$ cat src/rtl/cla_multiword_sequencer.sv
// Multi-precision add/subtract engine: one shared 8-bit CLA slice,
// LSB slice first, carry chained through a register, start/busy/done.
//
// ClaAdder ports: InputA/InputB (8b), InputCarry -> Sum (8b), OutputCarry.
// cla_multiword_sequencer ports:
//   Clock, Reset (sync, active-high), Start, Subtract, InputCarry,
//   InputA/InputB (WORDS*8) -> Busy, Done, Sum (WORDS*8), OutputCarry,
//   Overflow (signed overflow of the full-width operation).

module ClaAdder (
    input  logic [7:0] InputA,
    input  logic [7:0] InputB,
    input  logic       InputCarry,
    output logic [7:0] Sum,
    output logic       OutputCarry
);
    logic [7:0] gen;
    logic [7:0] prop;
    logic [8:0] carry;

    assign gen  = InputA & InputB;
    assign prop = InputA ^ InputB;

    // AND of prop[lo..hi]; flattened so every carry is a two-level term
    function automatic logic spanAnd(
        input logic [7:0] p,
        input int         lo,
        input int         hi
    );
        logic r;
        r = 1'b1;
        for (int k = 0; k < 8; k++) begin
            if (k >= lo && k <= hi) r &= p[k];
        end
        return r;
    endfunction

    always_comb begin
        carry    = '0;
        carry[0] = InputCarry;
        for (int i = 0; i < 8; i++) begin
            carry[i+1] = gen[i] | (InputCarry & spanAnd(prop, 0, i));
            for (int j = 0; j < i; j++) begin
                carry[i+1] |= gen[j] & spanAnd(prop, j + 1, i);
            end
        end
    end

    assign Sum         = prop ^ carry[7:0];
    assign OutputCarry = carry[8];
endmodule

module cla_multiword_sequencer #(
    parameter int WORDS = 4
) (
    input  logic               Clock,
    input  logic               Reset,
    input  logic               Start,
    input  logic               Subtract,
    input  logic [WORDS*8-1:0] InputA,
    input  logic [WORDS*8-1:0] InputB,
    input  logic               InputCarry,
    output logic               Busy,
    output logic               Done,
    output logic [WORDS*8-1:0] Sum,
    output logic               OutputCarry,
    output logic               Overflow
);
    localparam int IW = (WORDS > 1) ? $clog2(WORDS) : 1;
    localparam logic [IW-1:0] LAST = IW'(WORDS - 1);

    typedef enum logic [1:0] {IDLE, RUN, DONE} stateType;

    stateType               state;
    logic [WORDS-1:0][7:0]  opA;
    logic [WORDS-1:0][7:0]  opB;
    logic [WORDS-1:0][7:0]  acc;
    logic [WORDS-1:0][7:0]  accNext;
    logic [IW-1:0]          index;
    logic                   carryReg;
    logic [7:0]             sliceSum;
    logic                   sliceCarry;

    ClaAdder slice (
        .InputA      (opA[index]),
        .InputB      (opB[index]),
        .InputCarry  (carryReg),
        .Sum         (sliceSum),
        .OutputCarry (sliceCarry)
    );

    // accumulator including the slice being produced this cycle,
    // so the final slice can go straight to Sum on DONE entry
    always_comb begin
        accNext        = acc;
        accNext[index] = sliceSum;
    end

    always_ff @(posedge Clock) begin
        if (Reset) begin
            state       <= IDLE;
            Busy        <= 1'b0;
            Done        <= 1'b0;
            Sum         <= '0;
            OutputCarry <= 1'b0;
            Overflow    <= 1'b0;
            index       <= '0;
            carryReg    <= 1'b0;
            opA         <= '0;
            opB         <= '0;
            acc         <= '0;
        end else begin
            unique case (state)
                IDLE: begin
                    if (Start) begin
                        opA      <= InputA;
                        opB      <= Subtract ? ~InputB : InputB;
                        // subtract is A + ~B + 1
                        carryReg <= Subtract | InputCarry;
                        index    <= '0;
                        Busy     <= 1'b1;
                        state    <= RUN;
                    end
                end
                RUN: begin
                    acc      <= accNext;
                    carryReg <= sliceCarry;
                    if (index == LAST) begin
                        Sum         <= accNext;
                        OutputCarry <= sliceCarry;
                        Overflow    <= (opA[WORDS-1][7] == opB[WORDS-1][7])
                                    && (sliceSum[7] != opA[WORDS-1][7]);
                        Done        <= 1'b1;
                        state       <= DONE;
                    end else begin
                        index <= index + 1'b1;
                    end
                end
                DONE: begin
                    Done  <= 1'b0;
                    Busy  <= 1'b0;
                    state <= IDLE;
                end
                default: state <= IDLE;
            endcase
        end
    end
endmodule

$ cat config.mk
export PLATFORM = sky130hd
export DESIGN_NAME = cla_multiword_sequencer
export DESIGN_NICKNAME = d
export VERILOG_FILES = /design/src/rtl/cla_multiword_sequencer.sv
export SDC_FILE = /design/constraint.sdc
export NUM_CORES = 1
export LEC_CHECK = 0
export ABC_AREA = 1
export CORE_MARGIN = 2
export CORE_UTILIZATION = 30
export DETAILED_ROUTE_END_ITERATION = 10
export PLACE_DENSITY = 0.49
export SLEW_MARGIN = 10
export SYNTH_ARGS = -nofsm -noshare
export SYNTH_HDL_FRONTEND = slang
export SYNTH_HIERARCHICAL = 1
export SYNTH_SLANG_ARGS = --single-unit
$ cat constraint.sdc
create_clock -name Clock -period 3.25 [get_ports Clock]
set_clock_uncertainty 0.15 [all_clocks]
set_input_delay 0.325 -clock Clock [delete_from_list [all_inputs] [get_ports Clock]]
set_output_delay 0.325 -clock Clock [all_outputs]
set_load 0.1 [all_outputs]
==> results of run 1 <==
-- cells by family after synthesis --
family                   after synthesis  synth area share [%]
flip-flops                           136                  40.4
AO/OA/AOI/OAI                        186                  14.2
adder cells (fa/ha/maj)               14                  2.71
XOR/XNOR                               5                 0.649
AND/OR/NAND/NOR                      533                  31.1
buffers and inverters                169                  11.0
-- power breakdown --
| part | internal (mW) | switching (mW) | total, mW |
|---|---|---|---|
| Clock | 1.11 | 0.679 | 1.79 |
| Sequential | 1.78 | 0.0720 | 1.85 |
| Combinational | 0.344 | 0.632 | 0.977 |
-- layer usage --
layer / track usage (%) / up-vias
met4: 5.03 / 0
met3: 3.10 / 13
met5: 0 / -
met2: 27.0 / 108
li1: - / 3382
met1: 19.9 / 2707
-- flip-flops by register name, indices dropped and copies added, names as in the netlist, 2 cells and up --
| name | cells |
|---|---|
| opB | 32 |
| acc | 31 |
| opA | 32 |
| state | 2 |
| index | 2 |
| Sum | 32 |
-- final cells by class --
type                    instances  area, sq um  area share (%)
clock buffers                  24          492            5.84
clock inverters                 4         45.0           0.535
inverters                     110          415            4.94
multi-input cells             738         3280            39.0
flip-flops and latches        136         2720            32.4
well taps                     280          350            4.16
repair buffers                118         1110            13.2
-- how the worst max path moves through the flow --
stage / slack (ps) / end / cells past startpoint / from
after floorplan: 680 / Sum[23] / 19 / index[0]
after global placement: 470 / Sum[12] / 16 / index[0]
after detailed placement: 460 / Sum[15] / 18 / index[0]
after CTS: 440 / Sum[15] / 18 / index[0]
after global routing: 30 / Sum[15] / 19 / index[0]
final: 410 / Sum[15] / 18 / index[0]
-- per-stage QoR --
| stage | hold WS (ps) | setup WS (ps) | std cells | utilization [%] |
|---|---|---|---|---|
| 2_1_floorplan | 299 | 676 | 1043 | - |
| 3_3_place_gp | 309 | 466 | 1382 | 35.9 |
| 3_5_place_dp | 312 | 460 | 1382 | 35.9 |
| 4_1_cts | 321 | 438 | 1410 | 38.3 |
| 5_1_grt | 339 | 25.8 | 1410 | 38.3 |
| 6_report | 318 | 408 | 1410 | 38.3 |
-- cells in the final DEF, fill, tap and decap left out, drive strengths merged, types with 2 or more instances in the layout --
master,Yosys,layout
a21oi,33,33
nand3,19,19
nand2,298,298
buf,35,39
o21ai,136,136
clkdlybuf4s50,0,79
o22ai,16,16
xnor2,2,2
xor2,3,3
inv,110,110
dfxtp,136,136
clkinv,0,3
ha,13,13
clkbuf,24,24
nor2,215,215
-- critical path, stage by stage, from the launching register on --
cell and delay, ps:
dfxtp_1 340, buf_4 340, o21ai_0 160, o22ai_1 240
ha_1 310, nand2_1 100, nand2_1 60, a21oi_2 150
nand2_2 80, nand3_2 90, nand2_2 60, nand2_1 60
nand2_1 70, inv_1 120, nand2_1 60, o21ai_0 120
nand2_1 80, nand2_1 80, nor2_1 40
==> impl_metrics.yaml, run 1 <==
layout:
  drive_above_1_share_pct: 7.88
  fin_area_sq_um: 8410
  nets: 1204
  n_fill_cell: 2409
  num_antenna_cells: 0
  syn_to_final_growth_pct: 24.7
drt:
  wl_met2_mm: 8.52
  vias_per_cell: 4.40
  wl_met3_um: 556
  routed_wl_mm: 18.2
  wire_per_inst_um: 12.9
  dr.max_layer_used: "met4"
  drtPass1Iterations: 4
  num_vias: 6210
  drc: 0
  drtIter0Drc: 394
  wirelength_met1_mm: 8.88
  ant_nets: 0
sta:
  hold_viol: 0
  finalSetupViolations: 0
  slew_viol_final: 0
  timing.fmax_mhz: 352
  rsz0062_at_grt: "no"
  worst_pin_slew_ps: 968
  finalCritPeriodShare_pct: 87.5
  worst_slew_margin_rel_pct: 35.2
  finalCriticalPeriod_ps: 2840
  finalSetupTns_ps: 0
synth:
  yosysWarnings: 6
  netlist.area_leader.share_pct: 40.4
  ys_seq_area_share_pct: 40.4
  synth-seq-cells: 136
  synth_fp_nets: 1126
  ys_top_cells_by_area: "dfxtp_1 (40%), nand2_1 (16%), nor2_1 (11%)"
  syn_area_sq_um: 6750
  synth_area_per_cell_sq_um: 6.47
  ys_async_sr_fraction_pct: 0
  synth_common_cells: "nand2_1 (294), nor2_1 (203), dfxtp_1 (136), o21ai_0 (136), inv_1 (107)"
  synthFlopType: "dfxtp_1"
  yosysMostFrequentCell: "nand2_1"
  synthCells: 1043
  yosysTopAreaCell: "dfxtp_1"
  yosysUniqueCellTypes: 29
  synth_edf_count: 0
placement:
  place_hpwl_mm: 12.7
  placed_cell_area_sq_um: 7880
  numPortBuffers: 104
  globalplace.congestion: 0.774
critical_path:
  r2r_slack_ps: 410
  path_max_fanout: 36
  crit_type: "reg2reg"
  worstReg2RegStart: "index[0]"
  required_ps: 3390
  r2r.worst_path.cells: 18
  crit_path_start_kind: "flop"
  reg2reg_to: "Sum[15]"
  cp-end-kind: "flop"
  arrival_ps: 2980
min_path:
  holdPathStages: 2
  hold_path.class: "reg2reg"
  holdPathEnd: "OutputCarry"
  worstHoldStart: "OutputCarry"
global_route:
  grt_overflow_total: 0
  grt_pass1_wl_mm: 29.7
  track_usage_pct: 15.8
  grt_max_degree: 83
  antenna_found_initial: 0
  grt_pass1_vias: 5860
cts:
  cts_sinks: 136
  cts_buffer_depth: 2
  cts_buffers: 17
  htree_levels: 4
  cts_setup_buffers: 0
  clkLatencyLatePin_ps: 420
  cts-resized-gates: 0
  cts_tree: "built"
  ctsHoldBuffers: 0
  path_clk_slew_ps: 60
  clockRootBuffer: "clkbuf_16"
floorplan:
  fp.dieW_um: 154
  start_util_pct: 30.7
  row_count: 54
  io_pins: 105
  core_area_sq_um: 22000
  fp.dieH_um: 154
  die_area_sq_um: 23700
power:
  power_mw: 4.62
  cellPowerDensity_nw_per_um2: 549
  ir_drop_mv: 0.294
  p_leak_nw: 3.94
run_status:
  status: "completed"
run:
  cap_violations: 0
Note: power is estimated with default switching activity, not from simulation.
==> inputs of run 2 (changes only) <==
DONT_BUFFER_PORTS = 1   (was default)
PLACE_DENSITY = 0.43   (was 0.49)
==> impl_metrics.yaml, run 2 (synthesis results as in run 1) <==
cts:
  cts_buffer_depth: 2
  cts_sinks: 136
  htree_levels: 4
  cts_buffers: 17
  path_clk_slew_ps: 60
  clkLatencyLatePin_ps: 420
  ctsHoldBuffers: 47
  cts_tree: "built"
  clockRootBuffer: "clkbuf_16"
  cts_setup_buffers: 0
  cts-resized-gates: 0
drt:
  wire_per_inst_um: 13.9
  drtPass1Iterations: 4
  drtIter0Drc: 262
  ant_nets: 0
  num_vias: 6057
  drc: 0
  routed_wl_mm: 18.9
  vias_per_cell: 4.45
critical_path:
  cp-end-kind: "flop"
  r2r.worst_path.cells: 15
  required_ps: 3410
  crit_path_start_kind: "flop"
  reg2reg_to: "Sum[20]"
  path_max_fanout: 16
  worstReg2RegStart: "index[1]"
  r2r_slack_ps: 450
  crit_type: "reg2reg"
  arrival_ps: 2970
sta:
  timing.fmax_mhz: 357
  worst_pin_slew_ps: 1050
  slew_viol_final: 0
  finalSetupTns_ps: 0
  hold_slack_ps: 16.8
  worst_slew_margin_rel_pct: 29.9
  finalCriticalPeriod_ps: 2800
  finalSetupViolations: 0
  finalCritPeriodShare_pct: 86.3
  hold_viol: 0
  setup_slack_ps: 447
  rsz0062_at_grt: "no"
min_path:
  hold_path.class: "in2reg"
  holdPathStages: 5
  holdPathEnd: "opB[12]"
  worstHoldStart: "InputB[12]"
power:
  comb_power_share_pct: 19.5
  netSwitchingPower_mw: 1.44
  p_int_mw: 3.19
  ir_drop_mv: 0.280
  swShare_pct: 31.1
  p_seq_share_pct: 40.6
  p_leak_nw: 3.71
  cellPowerDensity_nw_per_um2: 583
  p_clk_share_pct: 39.9
layout:
  layout_commonest_cell: "nand2_1"
  top_regs: "Sum: 32 flops, opA: 32 flops, opB: 32 flops"
  n_fill_cell: 2377
  num_antenna_cells: 0
  layout_common_cells: "nand2_1 (294), nor2_1 (203), dfxtp_1 (136), o21ai_0 (136), inv_1 (106)"
  nets: 1152
  syn_to_final_growth_pct: 17.9
  drive_above_1_share_pct: 6.93
  stdcell_count: 1362
  fin_area_sq_um: 7950
global_route:
  grt_pass1_wl_mm: 30.8
  use_met3_pct: 3.49
  grt_pass1_vias: 5660
  grt_busiest_layer: "met2"
  antenna_found_initial: 0
  grt_max_degree: 54
  use_met2_pct: 27.4
  grt_overflow_total: 0
  use_met1_pct: 21.3
  track_usage_pct: 16.4
run_status:
  status: "completed"
floorplan:
  fp.dieW_um: 154
  die_area_sq_um: 23700
  io_pins: 105
  row_count: 54
  start_util_pct: 30.7
  core_area_sq_um: 22000
  fp.dieH_um: 154
run:
  cap_violations: 0
placement:
  dp.cells: 1283
  numPortBuffers: 0
  globalplace.congestion: 0.790
  dp_slack_ps: 462
  placed_cell_area_sq_um: 6910
  place_hpwl_mm: 12.8
[run 2: cell types whose count changed in the layout (fill, tap and decap cells not counted), sizes merged]
| cell | delta |
|---|---|
| dlygate4sd3 | +47 |
| inv | -1 |
| clkinvlp | +3 |
| clkbuf | -3 |
| clkdlybuf4s50 | -79 |
| clkinv | +5 |
| buf | -20 |
[run 2: through the flow]
stage	util, %	power, mW
detailed placement	31.5	2.78
floorplan	-	2.54
finish	36.2	4.64
CTS	36.2	4.71
global route	36.2	4.91
global placement	31.5	2.78
[run 2: power by group through the flow]
stage | combinational [mW] | sequential (mW) | clock (mW)
after floorplan | 0.644 | 1.90 | 0
after global placement | 0.862 | 1.92 | 0
after detailed placement | 0.863 | 1.92 | 0
after CTS | 0.916 | 1.88 | 1.91
after global routing | 1.04 | 1.90 | 1.97
final | 0.905 | 1.88 | 1.85
[run 2: critical path, stage by stage (launching register included)]
cell and delay, ps:
dfxtp_1 310, inv_1 320, o21ai_0 170, o22ai_1 190, ha_1 320, nand2_1 80, nand2_1 80, a21oi_2 140
o21ai_0 120, xor2_1 150, inv_1 220, nand2_1 80, o21ai_0 140, nand2_1 100, nand2_1 90, nor2_1 40
[run 2: layer usage]
metal | vias to the layer above | routed length, um
met5 | - | 0
met4 | 0 | 227
met3 | 15 | 839
met2 | 110 | 8840
met1 | 2648 | 9020
li1 | 3284 | -
[run 2: area by class of cell]
cell class	count	area (sq um)	area share [%]
tap	280	350	4.41
inverter	110	417	5.24
multi-input combinational	738	3280	41.3
sequential	136	2720	34.2
clock buffer	21	470	5.92
timing repair buffer	66	613	7.71
clock inverter	11	98.8	1.24
[run 2: worst max path at each step]
stage               startpoint       to  slack (ps)
floorplan             index[0]  Sum[23]         680
global placement      index[0]  Sum[20]         460
detailed placement    index[1]  Sum[20]         460
CTS                   index[1]  Sum[20]         440
global route          index[1]   Sum[7]         190
finish                index[1]  Sum[20]         450
